<file path="src/rtl/event_builder_if.sv">
// ---------------------------------------------------------------------------
// event_builder_if
//   Valid/ready event stream between event_builder and the readout/serializer.
//   event_data  : 64-bit head-of-FIFO event word (0 when no word is queued)
//   event_valid : a word is available
//   event_ready : consumer accepts event_data on this edge
//   master = event producer (event_builder), slave = consumer.
// ---------------------------------------------------------------------------
interface event_builder_if;
    logic [63:0] event_data;
    logic        event_valid;
    logic        event_ready;

    modport master (
        output event_data,
        output event_valid,
        input  event_ready
    );

    modport slave (
        input  event_data,
        input  event_valid,
        output event_ready
    );
endinterface

</file>
<file path="src/rtl/event_builder.sv">
// ---------------------------------------------------------------------------
// event_builder
//   Tags per-channel hits with the current timestamp and the channel's ADC
//   sample, arbitrates pending channels round-robin (one per cycle) and queues
//   64-bit event words in a first-word-fall-through FIFO.
//
//   Ports
//     clk, reset     : master clock, asynchronous active-high reset
//     timestamp_32b  : free-running timestamp, captured verbatim at the hit
//     hit            : per-channel hit strobes, sampled every rising edge
//     adc_data       : channel i sample at [i*ADC_WIDTH +: ADC_WIDTH]
//     clear_drops    : synchronous clear of dropped_hits (wins over increment)
//     evt            : event stream (event_data / event_valid / event_ready)
//     fifo_count     : words stored
//     fifo_full      : fifo_count == FIFO_DEPTH
//     dropped_hits   : saturating count of hits lost to a still-pending channel
//
//   Event word: [63:32] timestamp, [31:24] channel, [23:17] zero,
//               [16] even-parity bit over the whole word, [15:0] ADC sample.
// ---------------------------------------------------------------------------
module event_builder #(
    parameter int NUM_CHANNELS = 8,
    parameter int ADC_WIDTH    = 10,
    parameter int FIFO_DEPTH   = 16
) (
    input  logic                              clk,
    input  logic                              reset,
    input  logic [31:0]                       timestamp_32b,
    input  logic [NUM_CHANNELS-1:0]           hit,
    input  logic [NUM_CHANNELS*ADC_WIDTH-1:0] adc_data,
    input  logic                              clear_drops,
    event_builder_if.master                   evt,
    output logic [$clog2(FIFO_DEPTH):0]       fifo_count,
    output logic                              fifo_full,
    output logic [15:0]                       dropped_hits
);

    localparam int CH_W  = (NUM_CHANNELS > 1) ? $clog2(NUM_CHANNELS) : 1;
    localparam int PTR_W = $clog2(FIFO_DEPTH);
    localparam int CNT_W = PTR_W + 1;

    // ---------------------------------------------------------------------
    // State
    // ---------------------------------------------------------------------
    logic [NUM_CHANNELS-1:0] pending_q, pending_d;
    logic [CH_W-1:0]         last_grant_q, last_grant_d;
    logic [31:0]             hold_ts_q  [NUM_CHANNELS];
    logic [31:0]             hold_ts_d  [NUM_CHANNELS];
    logic [ADC_WIDTH-1:0]    hold_adc_q [NUM_CHANNELS];
    logic [ADC_WIDTH-1:0]    hold_adc_d [NUM_CHANNELS];
    logic [63:0]             fifo_mem   [FIFO_DEPTH];
    logic [PTR_W-1:0]        wr_ptr_q, wr_ptr_d;
    logic [PTR_W-1:0]        rd_ptr_q, rd_ptr_d;
    logic [CNT_W-1:0]        count_q, count_d;
    logic [15:0]             drops_q, drops_d;

    // ---------------------------------------------------------------------
    // Combinational signals
    // ---------------------------------------------------------------------
    logic                    grant_valid;
    logic [CH_W-1:0]         grant_idx;
    logic [63:0]             word_raw;
    logic [63:0]             push_word;
    logic                    push;
    logic                    pop;
    logic [NUM_CHANNELS-1:0] pending_kept;
    logic [NUM_CHANNELS-1:0] capture;
    logic [NUM_CHANNELS-1:0] lost;
    logic [8:0]              lost_cnt;
    logic [16:0]             drops_sum;

    // Round-robin search starting one past the last granted channel. A grant
    // is only issued when the FIFO has room before this cycle's pop, so a full
    // FIFO with a pop pending gives the pop alone and the grant retries.
    always_comb begin
        int cand;
        // NOTE: every signal written here gets a default first, so no path
        // leaves it unassigned and no latch is inferred.
        grant_valid = 1'b0;
        grant_idx   = '0;
        cand        = 0;
        if (count_q < CNT_W'(FIFO_DEPTH)) begin
            for (int off = 1; off <= NUM_CHANNELS; off++) begin
                cand = int'(last_grant_q) + off;
                if (cand >= NUM_CHANNELS) begin
                    cand = cand - NUM_CHANNELS;
                end
                if (!grant_valid && pending_q[CH_W'(cand)]) begin
                    grant_valid = 1'b1;
                    grant_idx   = CH_W'(cand);
                end
            end
        end
    end

    // Event word for the granted channel; parity makes the full word even.
    always_comb begin
        word_raw = {hold_ts_q[grant_idx], 8'(grant_idx), 7'b0, 1'b0,
                    16'(hold_adc_q[grant_idx])};
        push_word     = word_raw;
        push_word[16] = ^word_raw;
    end

    // Capture / collision. The granted channel counts as free this cycle, so
    // a hit on it is captured (its old data goes to the FIFO) rather than lost.
    always_comb begin
        pending_kept = pending_q;
        if (grant_valid) begin
            pending_kept[grant_idx] = 1'b0;
        end
        capture   = hit & ~pending_kept;
        lost      = hit &  pending_kept;
        pending_d = pending_kept | hit;

        hold_ts_d  = hold_ts_q;
        hold_adc_d = hold_adc_q;
        for (int i = 0; i < NUM_CHANNELS; i++) begin
            if (capture[i]) begin
                hold_ts_d[i]  = timestamp_32b;
                hold_adc_d[i] = adc_data[i*ADC_WIDTH +: ADC_WIDTH];
            end
        end

        last_grant_d = grant_valid ? grant_idx : last_grant_q;
    end

    // Saturating lost-hit counter; clear wins over an increment.
    always_comb begin
        lost_cnt = '0;
        for (int i = 0; i < NUM_CHANNELS; i++) begin
            lost_cnt = lost_cnt + 9'(lost[i]);
        end
        drops_sum = 17'(drops_q) + 17'(lost_cnt);
        if (clear_drops) begin
            drops_d = '0;
        end else if (drops_sum > 17'h0FFFF) begin
            drops_d = 16'hFFFF;
        end else begin
            drops_d = drops_sum[15:0];
        end
    end

    // FIFO pointers and occupancy; pointers wrap naturally (depth is 2^n).
    always_comb begin
        push     = grant_valid;
        pop      = (count_q != '0) && evt.event_ready;
        wr_ptr_d = push ? wr_ptr_q + PTR_W'(1) : wr_ptr_q;
        rd_ptr_d = pop  ? rd_ptr_q + PTR_W'(1) : rd_ptr_q;
        unique case ({push, pop})
            2'b10:   count_d = count_q + CNT_W'(1);
            2'b01:   count_d = count_q - CNT_W'(1);
            default: count_d = count_q;
        endcase
    end

    // ---------------------------------------------------------------------
    // Registers
    // ---------------------------------------------------------------------
    always_ff @(posedge clk or posedge reset) begin
        // NOTE: state flops use non-blocking assignments so every flop samples
        // the pre-edge value of every other flop, independent of block order.
        if (reset) begin
            pending_q    <= '0;
            last_grant_q <= CH_W'(NUM_CHANNELS - 1);  // channel 0 searched first
            wr_ptr_q     <= '0;
            rd_ptr_q     <= '0;
            count_q      <= '0;
            drops_q      <= '0;
        end else begin
            pending_q    <= pending_d;
            last_grant_q <= last_grant_d;
            wr_ptr_q     <= wr_ptr_d;
            rd_ptr_q     <= rd_ptr_d;
            count_q      <= count_d;
            drops_q      <= drops_d;
        end
    end

    // NOTE: holding registers and FIFO storage carry no reset; they are only
    // read while the matching pending bit or occupancy count says they are
    // valid, and those control flops are reset.
    always_ff @(posedge clk) begin
        hold_ts_q  <= hold_ts_d;
        hold_adc_q <= hold_adc_d;
        if (push) begin
            fifo_mem[wr_ptr_q] <= push_word;
        end
    end

    // ---------------------------------------------------------------------
    // Outputs: derived from registered state only (no event_ready -> valid path)
    // ---------------------------------------------------------------------
    assign evt.event_valid = (count_q != '0);
    assign evt.event_data  = (count_q != '0) ? fifo_mem[rd_ptr_q] : 64'd0;
    assign fifo_count      = count_q;
    assign fifo_full       = (count_q == CNT_W'(FIFO_DEPTH));
    assign dropped_hits    = drops_q;

endmodule

</file>
<file path="src/flat_wrapper.sv">
// flat-port wrapper written by rule: the top's interface ports become plain ports
module event_builder_flat 
#(
    parameter int NUM_CHANNELS = 8,
    parameter int ADC_WIDTH    = 10,
    parameter int FIFO_DEPTH   = 16
)
  (clk, reset, timestamp_32b, hit, adc_data, clear_drops, fifo_count, fifo_full, dropped_hits, evt_event_data, evt_event_valid, evt_event_ready);
  event_builder_if evt_i ();
  input  logic clk;
  input  logic reset;
  input  logic [31:0] timestamp_32b;
  input  logic [NUM_CHANNELS-1:0] hit;
  input  logic [NUM_CHANNELS*ADC_WIDTH-1:0] adc_data;
  input  logic clear_drops;
  output logic [$clog2(FIFO_DEPTH):0] fifo_count;
  output logic fifo_full;
  output logic [15:0] dropped_hits;
  output wire logic [$bits(evt_i.event_data)-1:0] evt_event_data;
  output wire logic [$bits(evt_i.event_valid)-1:0] evt_event_valid;
  input wire logic [$bits(evt_i.event_ready)-1:0] evt_event_ready;
  assign evt_event_data = evt_i.event_data;
  assign evt_event_valid = evt_i.event_valid;
  assign evt_i.event_ready = evt_event_ready;
  event_builder #(.NUM_CHANNELS(NUM_CHANNELS), .ADC_WIDTH(ADC_WIDTH), .FIFO_DEPTH(FIFO_DEPTH)) u_core (.clk(clk), .reset(reset), .timestamp_32b(timestamp_32b), .hit(hit), .adc_data(adc_data), .clear_drops(clear_drops), .evt(evt_i), .fifo_count(fifo_count), .fifo_full(fifo_full), .dropped_hits(dropped_hits));
endmodule
</file>
<file path="config.mk">
export PLATFORM = sky130hd
export DESIGN_NAME = event_builder_flat
export DESIGN_NICKNAME = d
export VERILOG_FILES = /design/src/rtl/event_builder_if.sv /design/src/rtl/event_builder.sv /design/src/flat_wrapper.sv
export SDC_FILE = /design/constraint.sdc
export NUM_CORES = 1
export LEC_CHECK = 0
export CORE_MARGIN = 2
export CORE_UTILIZATION = 45
export DETAILED_ROUTE_END_ITERATION = 7
export PLACE_DENSITY_LB_ADDON = 0.15
export SYNTH_ARGS = -nofsm -noshare
export SYNTH_HDL_FRONTEND = slang
export SYNTH_SLANG_ARGS = --single-unit
</file>
<file path="constraint.sdc">
create_clock -name clk -period 12.25 [get_ports clk]
set_clock_uncertainty 0.05 [all_clocks]
set_input_delay 1.8375 -clock clk [delete_from_list [all_inputs] [get_ports clk]]
set_output_delay 1.8375 -clock clk [all_outputs]
set_load 0.03 [all_outputs]
</file>
== Word-level counts from Yosys, hierarchy flattened ==
Memory sizes are Yosys's and may differ from the RTL's.
Cells that the tools add are included.
Cells by class
  add/sub/neg operators: 28
  equal/unequal tests: 3
  magnitude comparators: 21
  multiplexer cells: 80
  bitwise gates (word level): 7
  reductions and logical operators: 19
Operators with widths (number)
  $bmux 32 s3: 1
  $mux 3: 25
  $mux 32: 2
  $mux 64: 1
  $reduce_xor 64->1: 1
  $add 9x1->9: 6
  $lt 3x5->1 const B: 8
  $mux 1: 35
  $ge 4x4->1 const B: 8
  $mux 16: 2
  $bmux 10 s3: 1
  $and 8x8->8: 3
  $bmux 1 s3: 8
  $sub 3x1->3 const B: 8
  $mux 10: 2
  $add 16x9->17: 1
  $gt 17x16->1 const B: 1
  $add 3x3->4 const B: 4
  $not 8->8: 2
  $pmux 5 s2: 1
  $logic_and 1x1->1: 9
  $add 3x2->4 const B: 2
  $add 4x1->4 const B: 2
  $mux 8: 1
  other kinds (18): 24
Storage, ports and cells
  register bits: 376
  logic and storage cells: 181
  input port bits: 124
  output and inout bits: 87
  memories: 1
  memory bits (writable): 736
Memories
  u_core.fifo_mem: depth 16, width 46, rd ports 1, clocked after Yosys merged registers in 0, write ports 1, line event_builder.sv:51  | logic [63:0] fifo_mem [FIFO_DEPTH];

== Depth between registers and ports, before layout ==
  depth in word-level cells: 56
  gate-level depth with buffers: 38

== Worst setup path after synthesis ==
OpenSTA, ideal clock, no wires.
  path kind: reg-to-reg
  from: register u_core.last_grant_q[0]
  to: register u_core.drops_q[10] (netlist: u_core.dropped_hits[10])
  clock period less this slack: 9.427 ns
  buffers on the path: 10
  library setup time: 0.078 ns
  cell stages (with the launch flop): 39
  slack: 2.823 ns
  required time: 12.122 ns
  data arrival time: 9.299 ns
  cell sequence: dfstp_2 -> buf_6 -> clkbuf_1 -> inv_1 -> ha_1 -> buf_6 -> mux2_4 -> mux4_2 -> or3b_4 -> a211oi_4 -> a31o_2 -> a31o_2 -> clkbuf_1 -> buf_2 -> buf_2 -> buf_2 -> buf_2 -> clkbuf_1 -> [... 3 more ...] -> inv_1 -> fa_1 -> fa_1 -> inv_1 -> fa_1 -> inv_1 -> fa_1 -> inv_1 -> fa_1 -> a21o_1 -> a21oi_1 -> nor4bb_1 -> and2_1 -> and4_1 -> and2_1 -> nand4_1 -> clkbuf_1 -> a21oi_1
Between the ends
  word-level cells in the longest chain between the ends: 56
  elaborated cells on any way between the ends: 123
  those cells by class: add/sub (24); order compare (11); mux (70); bitwise (3); reduce/logical (15)
RTL lines
  from (decl): line event_builder.sv:46  | logic [CH_W-1:0] last_grant_q, last_grant_d;
  from (signal assigned): line event_builder.sv:164  | last_grant_q <= CH_W'(NUM_CHANNELS - 1);
  from (signal assigned): line event_builder.sv:171  | last_grant_q <= last_grant_d;
  $add 3x1->4: line event_builder.sv:84  | cand = int'(last_grant_q) + off;
  $ge 4x4->1 / $sub 3x1->3 (equally long branches): line event_builder.sv:85, event_builder.sv:86
  $mux 3: line event_builder.sv:85  | if (cand >= NUM_CHANNELS) begin
  $mux 3: line event_builder.sv:82  | if (count_q < CNT_W'(FIFO_DEPTH)) begin
  $bmux 1 s3: line event_builder.sv:88  | if (!grant_valid && pending_q[CH_W'(cand)]) begin
  $mux 1 (not written as such) (2 in series): line event_builder.sv:88
  $mux 1: line event_builder.sv:88
  $mux 1: line event_builder.sv:82
  [... 36 more ...]
  $add 1x1->2: line event_builder.sv:131  | lost_cnt = lost_cnt + 9'(lost[i]);
  $add 9x1->9 (5 in series): line event_builder.sv:131
  $add 9x1->9 *: line event_builder.sv:131
  $add 16x9->17 *: line event_builder.sv:133  | drops_sum = 17'(drops_q) + 17'(lost_cnt);
  $gt 17x16->1: line event_builder.sv:136  | end else if (drops_sum > 17'h0FFFF) begin
  $mux 16 *: line event_builder.sv:136
  $mux 16 *: line event_builder.sv:134  | if (clear_drops) begin
  via u_core.drops_d[10]: line event_builder.sv:55  | logic [15:0] drops_q, drops_d;
  to (signal assigned): line event_builder.sv:175  | drops_q <= drops_d;
  to (decl): line event_builder.sv:55
The timed path passes the listed nets; every way through them passes the cells marked *. The select of a mux whose other input is x is not followed.
A chain may end at the register's enable or synchronous reset.

== Worst setup path after layout ==
  from: register u_core.last_grant_q[0]
  to: register u_core.drops_q[6] (netlist: u_core.dropped_hits[6])
Same word-level chain as after synthesis.

==> results.py <==
metrics = {
    "layout": {
        "syn_to_final_growth_pct": 15.8,
        "multiInputGateArea_um2": 11000,
        "final-seq-area_um2": 33200,
        "fillCellCount": 7593,
        "final_nets": 2604,
        "final_common_cell": "edfxtp_1",
        "final_cell_mix": "edfxtp_1, mux4_2, clkdlybuf4s50_1",
        "drive_gt1_share_pct": 20.6,
    },
    "global_route": {
        "grt-ovfl-total": 0,
        "antenna_found_initial": 7,
        "grt_usage_pct": 20.4,
        "first_global_vias": 23200,
        "grt_pass1_wl_mm": 153,
        "grt_max_degree": 97,
    },
    "setup_path": {
        "r2r_cells": 32,
        "cpPeakStageDelay_ns": 0.82,
        "cp.required_ns": 12.77,
        "critPathSlowestCell": "dfstp_2",
        "reg2reg_slack_ns": 2.20,
        "path_class": "reg -> reg",
        "startpoint_type": "flip-flop",
        "rr_endpoint": "u_core.dropped_hits[6]$_DFF_PP0_",
        "crit_path_max_fanout": 20,
        "end_kind": "flip-flop",
        "r2r-start": "u_core.last_grant_q[0]$_DFFE_PP1P_",
        "worstPathArrival_ns": 10.57,
    },
    "yosys": {
        "synth-seq-cells": 1112,
        "synth_ff_type": "edfxtp_1",
        "synth_area_um2": 44800,
        "yosysUniqueCellTypes": 70,
        "avgSynthCellArea_um2": 20.1,
        "synth_edf_count": 1072,
        "synth-async-reset-ratio_pct": 3.60,
        "synthCells": 2225,
        "yosys_warnings": 0,
        "seq_area_frac_synth_pct": 74.0,
    },
    "floorplan": {
        "core_um2": 98600,
        "die-area_um2": 102000,
        "dieWidth_um": 320,
        "initial_utilization_pct": 45.5,
        "die_h_um": 320,
        "pin_count": 211,
        "rows": 115,
    },
    "sta": {
        "relSlewSlack_pct": 24.1,
        "tns_ns": 0,
        "finalMaxSlewViolations": 0,
        "clock.fmax_mhz": 99.5,
        "min_period_ns": 10.05,
        "grt_setup_unrepaired": "false",
        "tightest_slew_ns": 1.14,
        "fin_crit_sh_pct": 82.0,
        "setup_viol": 0,
        "finalHoldViolations": 0,
    },
    "clock_network": {
        "cts_resized": 0,
        "clkLatencyLatePin_ns": 0.68,
        "root_buffer": "clkbuf_16",
        "htreeDepth": 3,
        "post_cts_buffers": 0,
        "path_clk_slew_ns": 0.06,
        "cts_made_buffers": 112,
        "postCtsHoldBufs": 0,
        "clock_path_buffers": 3,
        "cts_num_sinks": 1112,
        "cts_tree": "built",
    },
    "detailed_routing": {
        "vias": 21900,
        "initialDrtViolationCount": 1862,
        "detail_route.wl_per_cell_um": 26.9,
        "via_per_inst": 5.71,
        "drt_pre_antenna_iters": 6,
        "drc": 0,
        "wl_mm": 103,
        "ant_nets": 0,
    },
    "placed_design": {
        "place_congestion": 0.794,
        "hpwl_mm": 56.2,
        "port_buffers": 192,
    },
    "job": {
        "drv_cap": 0,
    },
    "hold_path": {
        "hp-class": "reg -> reg",
        "hold_end": "u_core.wr_ptr_q[3]$_DFFE_PP0P_",
        "min_path_cells": 1,
        "min-delay-start": "u_core.wr_ptr_q[3]$_DFFE_PP0P_",
    },
    "outcome": {
        "status": "finished clean",
    },
}
[area by class of cell]
type,count,area share [%]
timing repair buffer,232,4.30
sequential,1112,64.0
tap,1287,3.10
inverter,32,0.234
clock buffer,143,5.74
antenna,2,0.00964
clock inverter,69,1.46
multi-input combinational,966,21.2
[layer usage]
layer | wire length (µm) | global-route usage [%] | vias up | share of wire, %
li1 | - | - | 9457 | -
met1 | 43500 | 27.1 | 11600 | 42
met2 | 52500 | 35.4 | 696 | 51
met3 | 5470 | 2.86 | 159 | 5.3
met4 | 1970 | 5.12 | 8 | 1.9
met5 | 56 | 0 | - | 0.054
[flip-flops by register name, indices dropped and copies added (netlist names)]
register / count
u_core.fifo_mem: 736
u_core.hold_ts_q: 256
u_core.hold_adc_q: 80
u_core.dropped_hits: 16
u_core.pending_q: 8
u_core.fifo_count: 5
u_core.rd_ptr_q: 4
u_core.wr_ptr_q: 4
u_core.last_grant_q: 3
[worst max-delay path: cells and delay by family (launching register included)]
family                     cells  cell delay, ns
adders and majority gates      7            3.13
DFF                            1            0.82
AOI/OAI and AO/OA              7            1.44
muxes                          2            0.97
and+or+nand+nor                9            2.63
buffers and inverters          7            0.88
[worst max path at each step]
stage,from,to,slack (ns),cells after the start
final,u_core.last_grant_q[0]$_DFFE_PP1P_,u_core.dropped_hits[6]$_DFF_PP0_,2.20,32
after global routing,u_core.last_grant_q[0]$_DFFE_PP1P_,u_core.dropped_hits[4]$_DFF_PP0_,1.55,32
after CTS,u_core.last_grant_q[0]$_DFFE_PP1P_,u_core.dropped_hits[2]$_DFF_PP0_,2.28,32
after detailed placement,u_core.last_grant_q[0]$_DFFE_PP1P_,u_core.dropped_hits[2]$_DFF_PP0_,2.34,32
after global placement,u_core.last_grant_q[0]$_DFFE_PP1P_,u_core.dropped_hits[0]$_DFF_PP0_,2.71,29
after floorplan,u_core.last_grant_q[0]$_DFFE_PP1P_,u_core.dropped_hits[10]$_DFF_PP0_,2.82,38
[metrics by stage]
stage / instances / utilization (%) / hold slack [ns] / instance area (µm²) / setup slack, ns
CTS: 3841 / 52.7 / 0.488 / 51900 / 2.28
detailed placement: 3629 / 48.9 / 0.475 / 48200 / 2.34
global placement: 3629 / 48.9 / 0.469 / 48200 / 2.71
floorplan: 2242 / - / 0.443 / 44900 / 2.82
finish: 3843 / 52.7 / 0.490 / 51900 / 2.20
global route: 3842 / 52.7 / 0.537 / 51900 / 1.55
[kinds of logic (layout without fill, tap and decap cells)]
family / count (synthesis) / after routing / share of synthesized area, %
compound gates: 156 / 156 / 2.27
xor+xnor: 64 / 64 / 1.39
fa+ha+maj: 24 / 24 / 0.770
buf+inv: 164 / 476 / 1.72
flops: 1112 / 1112 / 74.0
mux: 448 / 448 / 16.9
other cells: 1 / 20 / 0.00837
simple gates: 256 / 256 / 2.93
[synth_stat cells, types with 4 or more instances]
cell type  instances  share of area [%]
xor2_1            20               0.39
nand3_1           17               0.19
a31oi_1            4              0.056
a21o_1             6               0.10
mux2_2            35               0.88
o21ai_0           21               0.23
inv_1             29               0.24
o22ai_1           11               0.15
a22oi_1            9               0.15
mux4_2           241                 12
and3_1            11               0.15
o211ai_1           5              0.084
buf_1             19               0.16
and2_1            73                1.0
fa_1               6               0.27
buf_2             17               0.19
buf_4             18               0.30
dfrtp_1           37                2.1
ha_1              18               0.50
xnor2_1           39               0.76
edfxtp_1        1072                 72
buf_6              9               0.23
nand2_1           94               0.79
a211oi_1          22               0.37
nor2_1            23               0.19
a21oi_1           52               0.58
nor3_1             6              0.067
nand4_1            5              0.070
clkbuf_1          69               0.58
mux2i_1          168                3.8
nand2b_1           8               0.11
Power is not shown: default switching activity piles up to over one toggle a cycle in this logic, so the estimate is an artifact.
